File: src/rtl/tdm_demux_1x4.sv
// Receive side of a 4-slot TDM link: words are gathered into slot registers, and each
// completed 4-word frame is presented on Y0..Y3 under a valid/ready handshake.
module tdm_demux_1x4 #(
  parameter int N = 3
) (
  input  logic         clk,
  input  logic         rst,
  input  logic [N-1:0] din,
  input  logic         din_valid,
  input  logic         sync,
  output logic [N-1:0] Y0,
  output logic [N-1:0] Y1,
  output logic [N-1:0] Y2,
  output logic [N-1:0] Y3,
  output logic         frame_valid,
  input  logic         frame_ready,
  output logic [1:0]   slot,
  output logic         overflow
);

  localparam logic [1:0] SLOT_LAST = 2'd3;

  logic [N-1:0] a0, a1, a2;
  logic         complete;
  logic         out_free;

  // Handshake: a frame transfers on every cycle where frame_valid and frame_ready are
  // both 1. Y0..Y3 stay constant while frame_valid is 1. A finished frame can load in
  // the same cycle as a transfer. frame_ready is ignored while frame_valid is 0.
  assign complete = din_valid && !sync && (slot == SLOT_LAST);
  assign out_free = !frame_valid || frame_ready;

  always_ff @(posedge clk) begin
    if (rst) begin
      a0          <= '0;
      a1          <= '0;
      a2          <= '0;
      Y0          <= '0;
      Y1          <= '0;
      Y2          <= '0;
      Y3          <= '0;
      frame_valid <= 1'b0;
      slot        <= 2'd0;
      overflow    <= 1'b0;
    end else begin
      if (din_valid) begin
        if (sync) begin
          // Sync realigns to slot 0 and drops any partial frame.
          a0   <= din;
          slot <= 2'd1;
        end else begin
          case (slot)
            2'd0:    a0 <= din;
            2'd1:    a1 <= din;
            2'd2:    a2 <= din;
            default: ;
          endcase
          slot <= slot + 2'd1;
        end
      end

      if (complete && out_free) begin
        Y0          <= a0;
        Y1          <= a1;
        Y2          <= a2;
        Y3          <= din;
        frame_valid <= 1'b1;
      end else if (frame_valid && frame_ready) begin
        frame_valid <= 1'b0;
      end

      if (complete && !out_free)
        overflow <= 1'b1;
    end
  end

endmodule

File: config.mk
export PLATFORM = sky130hd
export DESIGN_NAME = tdm_demux_1x4
export DESIGN_NICKNAME = d
export VERILOG_FILES = /design/src/rtl/tdm_demux_1x4.sv
export SDC_FILE = /design/constraint.sdc
export NUM_CORES = 1
export LEC_CHECK = 0
export BUFFER_PORTS_ARGS = -buffer_cell sky130_fd_sc_hd__buf_2
export CORE_MARGIN = 2
export CORE_UTILIZATION = 52
export CTS_CLUSTER_DIAMETER = 60
export DETAILED_ROUTE_END_ITERATION = 7
export GPL_TIMING_DRIVEN = 0
export HOLD_SLACK_MARGIN = 0.12
export PLACE_DENSITY = 0.74
export REMOVE_ABC_BUFFERS = 1
export SYNTH_ARGS = -nofsm -noshare
export SYNTH_HDL_FRONTEND = slang
export SYNTH_SLANG_ARGS = --single-unit
File: constraint.sdc
create_clock -name clk -period 1.9 [get_ports clk]
set_input_delay 0.38 -clock clk [delete_from_list [all_inputs] [get_ports clk]]
set_output_delay 0.38 -clock clk [all_outputs]
set_load 0.03 [all_outputs]
==> impl_metrics.ini <==
[outcome]
status = completed

[setup_path]
crit_chain = inv_1 > ha_1 > o21ai_0 > mux2i_1 > nor2_1
cp-end-kind = flop
arrival_ps = 1860
critPathMaxStageDelay_ps = 490
slowest_stage = o21ai_0
critPathTopFamily = compound AO/OA/AOI/OAI gates
critPathBufInv = 1
path_class = reg2reg
startpoint_type = flop
cp.required_ps = 2100
crit_path_max_fanout = 6

[layout]
antennaDiodeCount = 0
post-route-util_pct = 61.7
fillers = 185
drive_gt1_share_pct = 20.3
final_cells = 160
area_growth_pct = 10.6
layout.nets = 146

[global_routing]
grt.total_usage_pct = 17.1
grt_pass1_vias = 748
grt_start_max_net_pins = 38
grt_pass1_wl_um = 3290
antenna_found_initial = 0
grt.overflow.total = 0

[synthesis]
synth_cell_type_count = 20
syn_area_per_cell_um2 = 9.78
syn_area_um2 = 1100
synth_warnings = 0
ys_seq_area_share_pct = 45.3
synthCells = 113
ys_ff_latch = 25

[drt]
avgViaCountPerCell = 4.89
ant_nets = 0
drc = 0
firstDrtPassIters = 2
wl_per_cell_um = 11.2
via_count = 783
totalWireLength_um = 1790
first_iter_violations = 9

[timing]
fmaxAchievable_mhz = 602
period_share_pct = 87.4
relSlewSlack_pct = 50.9
tns_ps = 0
grt_setup_unrepaired = false
fin_worst_skew_ps = 3.96
worstMarginPinSlew_ps = 737
fin_ws_ps = 239
finalSetupViolations = 0
period_needed_ps = 1660
hold_viol = 0
drv_slew = 0

[clocking]
clock-sinks = 25
ctsHoldBuffers = 0
clock_latency_ps = 310
post_cts_buffers = 0
root_buffer = clkbuf_4
numCtsBuffers = 3
cts.reportedPaths.clkPinSlew_ps = 130
cts_tree = done
cts.repair.resized = 0
h-tree-depth = 1
clk_path_buf_depth = 2

[placed_design]
place_congestion = 0.726
place_ws_ps = 19.4
dp_hpwl_um = 1270
port_buffers = 23
dp.cells = 156

[pwr]
ir_drop_v = 0.000413
cellPowerDensity_nw_per_um2 = 693
leakage_nw = 0.494
total_power_uw = 847

[floorplan]
dieArea_um2 = 2510
core_area_um2 = 1980
rows = 16
num_io_pins = 24
initial_core_util_pct = 55.7
dieHeight_um = 50.1
die-width_um = 50.1

[min_path]
min_path_type = in2reg

[flow_run]
cap_violations = 0
## cell usage in the layout, fill, tap and decap left out, drive strengths merged
| cell | instances |
|---|---|
| a211oi | 1 |
| nor2 | 6 |
| o21ai | 1 |
| nor2b | 3 |
| a31oi | 1 |
| dfxtp | 25 |
| and3b | 1 |
| o22ai | 1 |
| nand2b | 24 |
| nand3 | 6 |
| a21oi | 7 |
| nand3b | 2 |
| mux2i | 15 |
| ha | 4 |
| clkbuf | 4 |
| buf | 23 |
| nand2 | 7 |
| inv | 2 |
## report_power, final
group	switching [mW]	internal (mW)	leakage (nW)
combinational	0.0428	0.0314	0.277
clock	0.151	0.0821	0.0150
sequential	0.00649	0.533	0.202
total	0.200	0.647	0.494
## flip-flops by register name, indices dropped and copies added, names as in the netlist
name and flops:
slot 2, Y2 3, overflow 1, Y0 3, Y3 3, frame_valid 1, a0 3, Y1 3
a1 3, a2 3
## synthesized netlist by cell type
cell type  instances  share of area, %
a31oi_1            1              0.57
a21oi_1            7               3.2
clkbuf_1           4               1.4
o21ai_0            1              0.45
nand2_1            7               2.4
nor2b_1            2               1.1
inv_1              2              0.68
nand3_1            6               2.7
nor2_1             6               2.0
and3b_1            1              0.79
nand3b_1           2               1.4
ha_1               4               4.5
nor2b_4            1               1.2
dfxtp_1           25                45
o22ai_1            1              0.57
buf_6              2               2.0
a211oi_1           1              0.68
mux2i_1           15                14
buf_12             1               1.8
nand2b_1          24                14
## logic make-up after synthesis
family / share of synthesized area [%]
compound gates: 5.44
fa+ha+maj: 4.53
buf+inv: 5.89
flops: 45.3
mux: 13.6
simple gates: 25.3
## cell type report
class                      instances  area (um^2)  share of cell area (%)
timing repair buffer              23          115                    9.42
sequential                        25          500                    40.9
inverter                           2         7.51                   0.614
multi-input combinational         79          539                    44.1
clock buffer                       4         26.3                    2.15
tap                               27         33.8                    2.76
## through the flow
step	instance area [um^2]	hold slack, ps
global placement	1200	447
detailed placement	1200	455
finish	1220	342
CTS	1220	341
global route	1220	323
floorplan	1050	431
## per-layer routing
layer	part of all wire [%]	routed length, um	GRT usage [%]	vias up
li1	-	-	-	412
met1	50	887	21.8	349
met2	44	794	27.6	17
met3	3.8	68	2.73	5
met4	2.1	38	8.33	0
met5	0	0	0	-
## worst reg2reg max path, stage by stage, from the launching register on
cell,delay [ps]
dfxtp_1,450
inv_1,90
ha_1,190
o21ai_0,490
mux2i_1,270
nor2_1,60
## final timing paths
check | start | end | slack, ps | cells past startpoint
worst min register to register | a1[2] | a1[2] | 470 | 2
worst min-delay path | din[0] | a1[0] | 340 | 3
worst max-delay path | slot[0] | a0[0] | 240 | 5
worst max register to register | slot[0] | a0[0] | 240 | 5
No activity file was read; power rests on OpenSTA's default activity.
